**src/rtl/alien_formation.sv**
```systemverilog
// alien_formation: ROWS x COLS block of aliens that marches across the
// screen, steps down at the edges and loses members to the player bullet.
// Lives in the pixel-clock domain. Render and kill results are registered.
module alien_formation #(
    parameter int          ROWS      = 2,
    parameter int          COLS      = 4,
    parameter int          ALIEN_W   = 16,
    parameter int          ALIEN_H   = 16,
    parameter int          SPACING_X = 24,
    parameter int          SPACING_Y = 24,
    parameter int          START_X   = 100,
    parameter int          START_Y   = 100,
    parameter int          STEP_X    = 2,
    parameter int          STEP_DOWN = 8,
    parameter int          X_MIN     = 0,
    parameter int          X_MAX     = 639,
    parameter int          Y_LIMIT   = 400,
    parameter logic [7:0]  COLOR_R   = 8'hFF,
    parameter logic [7:0]  COLOR_G   = 8'h00,
    parameter logic [7:0]  COLOR_B   = 8'hFF,
    localparam int         N         = ROWS * COLS,
    localparam int         IDX_W     = (N > 1) ? $clog2(N) : 1
) (
    input  logic                    pixel_clk,
    input  logic                    rst,
    input  logic                    fsync,
    input  logic signed [11:0]      hpos,
    input  logic signed [11:0]      vpos,
    input  logic signed [11:0]      bullet_x,
    input  logic signed [11:0]      bullet_y,
    input  logic                    bullet_active,
    output logic [7:0]              pixel [0:2],
    output logic                    active,
    output logic [N-1:0]            alive_mask,
    output logic                    all_dead,
    output logic                    alien_hit,
    output logic [IDX_W-1:0]        hit_index,
    output logic [3:0]              wave,
    output logic                    invaded
);

    localparam int FORM_W = (COLS - 1) * SPACING_X + ALIEN_W;
    localparam int FORM_H = (ROWS - 1) * SPACING_Y + ALIEN_H;

    localparam logic signed [11:0] AW           = 12'(ALIEN_W);
    localparam logic signed [11:0] AH           = 12'(ALIEN_H);
    localparam logic signed [11:0] START_X12    = 12'(START_X);
    localparam logic signed [11:0] START_Y12    = 12'(START_Y);
    localparam logic signed [11:0] STEP_X12     = 12'(STEP_X);
    localparam logic signed [11:0] STEP_DOWN12  = 12'(STEP_DOWN);
    localparam logic signed [11:0] X_MIN12      = 12'(X_MIN);
    localparam logic signed [11:0] X_MAX12      = 12'(X_MAX);
    localparam logic signed [11:0] Y_LIMIT12    = 12'(Y_LIMIT);
    // Distance from origin to the rightmost pixel after a horizontal step
    localparam logic signed [11:0] RIGHT_REACH  = 12'(FORM_W - 1 + STEP_X);
    localparam logic signed [11:0] BOTTOM_REACH = 12'(FORM_H - 1);

    typedef enum logic [1:0] {
        StRight,
        StLeft,
        StFrozen
    } motion_e;

    motion_e            state;
    logic signed [11:0] ox;
    logic signed [11:0] oy;
    logic               armed;
    logic               fsync_q;

    logic               tick;
    logic               kill;
    logic               kill_found;
    logic [IDX_W-1:0]   kill_idx;
    logic               raster_cover;
    logic               right_blocked;
    logic               left_blocked;
    logic               invade;
    logic signed [11:0] oy_down;

    // True when point (px,py) lies inside alien idx for formation origin (org_x,org_y)
    function automatic logic covers(input int idx,
                                    input logic signed [11:0] px,
                                    input logic signed [11:0] py,
                                    input logic signed [11:0] org_x,
                                    input logic signed [11:0] org_y);
        logic signed [11:0] x0;
        logic signed [11:0] y0;
        x0 = org_x + 12'((idx % COLS) * SPACING_X);
        y0 = org_y + 12'((idx / COLS) * SPACING_Y);
        return (px >= x0) && (px < x0 + AW) && (py >= y0) && (py < y0 + AH);
    endfunction

    assign tick          = fsync & ~fsync_q;
    assign all_dead      = ~|alive_mask;
    assign right_blocked = (ox + RIGHT_REACH) > X_MAX12;
    assign left_blocked  = (ox - STEP_X12) < X_MIN12;
    assign oy_down       = oy + STEP_DOWN12;
    assign invade        = (oy_down + BOTTOM_REACH) >= Y_LIMIT12;
    assign kill          = (state != StFrozen) && bullet_active && armed && kill_found;

    // Bullet and raster hit tests against every alive alien; lowest index wins a kill
    always_comb begin
        kill_found   = 1'b0;
        kill_idx     = '0;
        raster_cover = 1'b0;
        for (int i = 0; i < N; i++) begin
            if (alive_mask[i] && !kill_found && covers(i, bullet_x, bullet_y, ox, oy)) begin
                kill_found = 1'b1;
                kill_idx   = IDX_W'(i);
            end
            if (alive_mask[i] && covers(i, hpos, vpos, ox, oy)) begin
                raster_cover = 1'b1;
            end
        end
    end

    // Motion FSM, wave reload, kill bookkeeping and the bullet arming latch
    always_ff @(posedge pixel_clk) begin
        if (rst) begin
            state      <= StRight;
            ox         <= START_X12;
            oy         <= START_Y12;
            alive_mask <= '1;
            armed      <= 1'b1;
            alien_hit  <= 1'b0;
            hit_index  <= '0;
            wave       <= 4'd0;
            invaded    <= 1'b0;
        end else begin
            alien_hit <= kill;
            if (kill) begin
                alive_mask[kill_idx] <= 1'b0;
                hit_index            <= kill_idx;
                armed                <= 1'b0;
            end else if (!bullet_active) begin
                armed <= 1'b1;
            end

            if (tick && state != StFrozen) begin
                if (all_dead) begin
                    // New wave: a kill cannot coincide since nothing is alive
                    ox         <= START_X12;
                    oy         <= START_Y12;
                    state      <= StRight;
                    alive_mask <= '1;
                    wave       <= wave + 4'd1;
                end else begin
                    case (state)
                        StRight: begin
                            if (right_blocked) begin
                                oy <= oy_down;
                                if (invade) begin
                                    invaded <= 1'b1;
                                    state   <= StFrozen;
                                end else begin
                                    state <= StLeft;
                                end
                            end else begin
                                ox <= ox + STEP_X12;
                            end
                        end
                        StLeft: begin
                            if (left_blocked) begin
                                oy <= oy_down;
                                if (invade) begin
                                    invaded <= 1'b1;
                                    state   <= StFrozen;
                                end else begin
                                    state <= StRight;
                                end
                            end else begin
                                ox <= ox - STEP_X12;
                            end
                        end
                        default: begin
                        end
                    endcase
                end
            end
        end
    end

    // Frame-sync edge history and registered pixel output
    always_ff @(posedge pixel_clk) begin
        if (rst) begin
            fsync_q  <= 1'b0;
            active   <= 1'b0;
            pixel[0] <= 8'h00;
            pixel[1] <= 8'h00;
            pixel[2] <= 8'h00;
        end else begin
            fsync_q  <= fsync;
            active   <= raster_cover;
            pixel[0] <= raster_cover ? COLOR_R : 8'h00;
            pixel[1] <= raster_cover ? COLOR_G : 8'h00;
            pixel[2] <= raster_cover ? COLOR_B : 8'h00;
        end
    end

endmodule

```
**config.mk**
```make
export PLATFORM = sky130hd
export DESIGN_NAME = alien_formation
export DESIGN_NICKNAME = d
export VERILOG_FILES = /design/src/rtl/alien_formation.sv
export SDC_FILE = /design/constraint.sdc
export NUM_CORES = 1
export LEC_CHECK = 0
export ABC_AREA = 1
export ABC_CLOCK_PERIOD_IN_PS = 4800
export CAP_MARGIN = 20
export CORE_UTILIZATION = 40
export DETAILED_ROUTE_END_ITERATION = 7
export PLACE_DENSITY_LB_ADDON = 0.05
export SYNTH_ARGS = -nofsm -noshare
export SYNTH_HDL_FRONTEND = slang
export SYNTH_SLANG_ARGS = --single-unit
```
**constraint.sdc**
```tcl
create_clock -name pixel_clk -period 4.8 [get_ports pixel_clk]
set_input_delay 1.2 -clock pixel_clk [delete_from_list [all_inputs] [get_ports pixel_clk]]
set_output_delay 1.2 -clock pixel_clk [all_outputs]
set_load 0.02 [all_outputs]
```
# Word level (Yosys, flattened, before mapping)
# Cells that the tools add are included.
# totals
mem_bits_ro,0
input_bits,52
memories,0
regBits,62
ram_bits,0
word_cells,205
out_inout_bits,43
latch_bits,0
# op_classes
n_reduce_logical,83
mul,0
bitwise_logic,5
add_sub_neg,16
shift,0
n_lt_le_gt_ge,29
eq_ne,10
n_div,0
mux,49
# op_table
operator,n
greater-or-equal comparator 12 bit,12
< comparator 12 bit,12
adder 12 x 6 -> 12 bit (second input constant),8
two-way mux 12 bit,6
logical AND 1 bit,68
one-hot mux 12 bit (2 select lines),2
two-way mux 8 bit,4
adder 12 x 7 -> 12 bit (second input constant),2
adder 12 x 8 -> 12 bit (second input constant),2
two-way mux 1 bit,23
two-way mux 3 bit,6
adder 12 x 3 -> 12 bit (second input constant),1
adder 12 x 5 -> 12 bit (second input constant),1
greater-or-equal comparator 12 x 10 -> 1 bit (second input constant),1
greater-than comparator 12 x 11 -> 1 bit (second input constant),1
< comparator 12 x 1 -> 1 bit (second input constant),1
!= test 3 bit (second input constant),4
subtractor 12 x 3 -> 12 bit (second input constant),1
two-way mux 2 bit,5
AND 8 bit,1
logical NOT 1 bit,8
NOT 8 bit,1
AND reduction 4 bit,2
OR reduction 8 bit,1
16 further kinds,19

# Longest topological paths before layout
# depth
word_depth,44
ltp_mapped,31
mapped_depth_nobuf,31

# Least setup slack after synthesis
# No wires, ideal clock.
# synth_timing
path_type,reg2reg
startpoint,register oy[4]
endpoint,register alive_mask[7]
path_stages_with_launch,26
synth_period_minus_slack_ps,3810
t_required_ps,4674
t_arrival_ps,3684
path_buffers,1
slack_ps,990
setup_ps,126
cell_sequence,dfxtp_1 -> inv_1 -> ha_1 -> a21oi_1 -> xor2_1 -> nand3_1 -> nor2_1 -> nand2_1 -> nor3_1 -> xor2_1 -> ha_1 -> nand2_1 -> nor2_1 -> a211oi_1 -> nand3_1 -> nand2_1 -> nand2_1 -> inv_1 -> nand2_1 -> nor3_1 -> inv_1 -> nand4_1 -> nand2_2 -> buf_4 -> o21ai_1 -> nand2_1
# synth_via
elab_chain_cells,42
elab_cells_between_ends,71
cone_classes,add/sub: 3; order compare: 6; mux: 20; bitwise: 2; reduce/logical: 40
# synth_lines
element,line,rtl
"start, declared",66,logic signed [11:0] oy;
"start signal, assigned",151,oy <= oy_down;
"start signal, assigned",164,oy <= oy_down;
adder 12 x 6 -> 12 bit / greater-or-equal comparator 12 bit (equally long branches),90,return (px >= x0) && (px < x0 + AW) && (py >= y0) && (py < y0 + AH);
< comparator 12 bit / logical AND 1 bit (equally long branches),90,
logical AND 1 bit,90,
logical AND 1 bit,107,"if (alive_mask[i] && !kill_found && covers(i, bullet_x, bullet_y, ox, oy)) begin"
two-way mux 1 bit,107,
logical NOT 1 bit,107,
logical AND 1 bit (2 in a row),107,
two-way mux 1 bit,107,
(+25 left out),-,
logical AND 1 bit (implied by the code),132,alive_mask[kill_idx] <= 1'b0;
two-way mux 1 bit (implied by the code),132,
demux 1 bit (select 3 bit),132,
NOT 8 bit (no line),-,
AND 8 bit (no line),-,
two-way mux 8 bit *,131,if (kill) begin
two-way mux 8 bit,140,if (all_dead) begin
two-way mux 8 bit *,139,if (tick && state != StFrozen) begin
"end signal, assigned",123,alive_mask <= '1;
"end signal, assigned by index",132,
"end signal, assigned",145,alive_mask <= '1;
"end, declared",34,"output logic [N-1:0] alive_mask,"
# Mark *: on every way between the ends. The rest lies on a longest branch, timed or not.
# A chain may end at the register's enable or synchronous reset.

# Final worst setup path
# layout_timing
startpoint,register ox[3]
endpoint,register alive_mask[0]
# layout_via
elab_chain_cells,44
elab_cells_between_ends,83
cone_classes,add/sub: 7; order compare: 10; mux: 20; bitwise: 2; reduce/logical: 44
# layout_lines
element,line,rtl
"start, declared",65,logic signed [11:0] ox;
"start signal, assigned",159,ox <= ox + STEP_X12;
"start signal, assigned",172,ox <= ox - STEP_X12;
branches (longest 41 deep; another with adder 12 x 6 -> 12 bit),-,
two-way mux 8 bit *,131,
two-way mux 8 bit,140,
two-way mux 8 bit *,139,
# Every way passes the cells marked *.

==> metrics.md <==
| Metric | Value |
|---|---|
| # diodes | `0` |
| Drt wl/cell | `16.1 um` |
| Rows | `53` |
| Most frequent cells after synthesis | `281 x nand2_1, 214 x ha_1, 132 x inv_1` |
| Multi-input gate area | `6940 sq um` |
| Clock slew at reported path FFs | `0.07 ns` |
| Vias | `8,564` |
| Share of Yosys cell area claimed by the top area cell type | `31.3%` |
| Die ar. | `approximately 22,000 sq um` |
| #FFs+latches synth | `43` |
| Post-route ant nets | `0` |
| Yosys warnings | `0` |
| Core area | `between 20,000 and 25,000 sq um` |
| Worst path max stage delay | `0.42 ns` |
| Clk sinks | `43` |
| Drt via density | `5.21` |
| Post-synthesis sequential area ratio | `10.1%` |
| Largest net degree at the start of global routing | `18` |
| PD cells | `143 nW/um^2` |
| Clock insertion delay at the later pin of the skew report | `0.29 ns` |
| Max-capacitance violation count | `0` |
| LEAKAGE | `~4.8 nW` |
| Post-CTS Hold Fix Bufs | `0` |
| Fin crit share | `92.0%` |
| Fmax | `between 200 and 250 MHz` |
| Met3 usage | `2.52%` |
| Tmin final | `4.41 ns` |
| Most Crowded Layer GR | `met2` |
| Layout cells sized above 1 | `approximately 7%` |
| Residual overflow from global routing | `0` |
| DRC errors left | `0` |
| CTS tree | `yes` |
| Tot Pwr | `1.43 mW` |
| Max Slew Vio Count | `0` |
| Die Y | `148 um` |
| Crit path required time | `between 4 and 5 ns` |
| Fillers | `2,237` |
| Post-layout util | `47.7%` |
| CTS Buf Count | `5` |
| Clock Tree Buf Depth | `2` |
| Cells on worst reg2reg path | `25` |
| Grt met2 use | `37.9%` |
| FFs w/ async S/R, synth | `0%` |
| Maximum VDD drop | `0.127 mV` |
| Status | `completed` |
| TritonRoute pass-1 iters | `4` |
| Hold Path End | `invaded` |
| P_int | `0.850 mW` |
| Final setup fails | `0` |
| Reg2reg end | `alive_mask[0]` |
| Number of cells produced by synthesis | `1,266` |
| Reg-to-Reg Start | `ox[3]` |
| Detail Placement HPWL | `22,300 um` |
| Netlist cell types | `a little over 50` |
| Cell taking the most area after synthesis | `ha_1` |
| Net total in the final layout | `1,634` |
| I/O pin total | `95` |
| Die width | `148 um` |
| Setup tns final | `0 ns` |
| R2R Setup Slk | `0.39 ns` |
| Syn Area/Cell | `6.75 sq um` |
| Sequential power share | `27.5%` |
| First-pass GRT wire length | `about 42,000 um` |
| Min-delay src | `invaded` |
| RSZ-0062 raised after global routing | `false` |
| I/O Buffers | `80` |
| Top cells by area, synth | `ha_1 31%, nand2_1 12%, dfxtp_1 10%` |
| Crit path max fanout | `14` |
| Most used cell, CP | `nand2_1` |
| Combinational fraction of design power | `47.9%` |
| Dominant synthesized flop cell | `dfxtp_1` |
| Clock power frac | `24.6%` |
| Count of final hold-check violations | `0` |
| Crit path arrival time | `approximately 4.6 ns` |
| Sw power | `0.579 mW` |
| Switch share | `40.5%` |
| Post-synth EDFFs | `0` |
| Drt total wl | `between 20,000 and 30,000 um` |
| Hold Crit Class | `register to register` |
| H-Tree Depth | `2` |
| CP Launch Type | `register` |
| Worst-margin pin slew | `0.643 ns` |
| Vias in the first global route | `roughly 8,000` |
| WHS Path Cells | `2` |
| Cell with the most instances after synthesis | `nand2_1` |
| Fin Hold WS | `0.454 ns` |
| Worst Setup End Kind | `register` |
| Area grow syn2layout | `17.0%` |
| Mapped cell area | `8540 sq um` |
| Root Driver | `clkbuf_16` |
| Number of DRC markers in iteration 0 | `roughly 390` |
| Slowest stage cell, crit path | `dfxtp_1` |
| Placer Congestion | `0.872` |
| Grt met1 use | `between 30 and 40%` |
| Reg area | `approximately 860 sq um` |
| Relative slew slack | `a little under three fifths` |
| Starting Density | `40.8%` |
| Initial antenna violation count | `0` |
| Critical path class | `register to register` |
| Setup Skew | `between 0.003 and 0.004 ns` |
| Gr usage total | `around a quarter` |
[worst max-delay path, delay by kind of cell, from the launching register on]
kind | cells | cell delay, ns
AND/OR/NAND/NOR | 16 | 1.99
XOR/XNOR | 2 | 0.65
adder cells (fa/ha/maj) | 2 | 0.56
flip-flops | 1 | 0.42
buffers and inverters | 3 | 0.37
AO/OA/AOI/OAI | 2 | 0.30
[cell families (layout without fill, tap and decap cells)]
kind of cell | count (synthesis) | in the layout | share of synthesized area, %
AO/OA/AOI/OAI | 231 | 231 | 15.6
AND/OR/NAND/NOR | 525 | 525 | 26.6
buffers and inverters | 184 | 280 | 9.39
adder cells (fa/ha/maj) | 214 | 214 | 31.3
flip-flops | 43 | 43 | 10.1
XOR/XNOR | 68 | 68 | 6.97
other | 1 | 8 | 0.0439
[routing by layer]
metal	up-vias	wire, um
met5	-	0
met4	0	284
met3	21	1180
met2	153	11200
met1	3898	13800
li1	4492	-
[placed cells by master, fill, tap and decap left out, types with 43 or more instances in the layout]
cell type        count
nor2_1              82
xor2_1              55
o21ai_0             51
a21oi_1            115
nand3_1             78
dfxtp_1             43
buf_4               49
inv_1              132
nand2_1            281
clkdlybuf4s50_1     80
ha_1               214
[flip-flops by register name, summed over array words and instances, names as in the netlist]
| name | flops |
|---|---|
| pixel | 1 |
| alive_mask | 8 |
| invaded | 1 |
| armed | 1 |
| state | 2 |
| wave | 4 |
| hit_index | 3 |
| ox | 11 |
| oy | 10 |
| fsync_q | 1 |
| alien_hit | 1 |
[timing repair]
| item | in CTS | in global routing |
|---|---|---|
| resized for setup | 0 | 6 |
| buffers inserted | 0 | 1 |
| setup endpoints to repair | 0 | 9 |
[worst max path at each step]
stage / slack, ns / cells after the start / startpoint / endpoint
2_1_floorplan: 0.99 / 25 / oy[4] / alive_mask[7]
3_3_place_gp: 0.31 / 26 / oy[4] / alive_mask[0]
3_5_place_dp: 0.28 / 26 / oy[4] / alive_mask[0]
4_1_cts: 0.27 / 26 / oy[4] / alive_mask[0]
5_1_grt: 0.02 / 25 / ox[3] / hit_index[2]
6_report: 0.39 / 25 / ox[3] / alive_mask[0]
[power by group through the flow]
stage                     logic (mW)  registers, mW  clock network (mW)
after floorplan                0.434          0.406                   0
after global placement         0.669          0.401                   0
after detailed placement       0.675          0.401                   0
after CTS                      0.679          0.393               0.359
after global routing           0.776          0.394               0.372
final                          0.684          0.392               0.352
[area by class of cell]
type,count,share of cell area (%)
multi-input cells,1046,69.4
repair buffers,129,11.7
flip-flops and latches,43,8.61
inverters,143,5.37
well taps,275,3.44
clock buffers,5,1.25
clock inverters,3,0.238
[through the flow]
step                      instance area, sq um  std cells  setup slack [ns]
after global routing                     10000       1644            0.0197
after floorplan                           8570       1273             0.990
after global placement                    9810       1635             0.307
after CTS                                 9960       1643             0.267
final                                    10000       1644             0.386
after detailed placement                  9810       1635             0.284
Note: power is estimated with default switching activity, not from simulation.
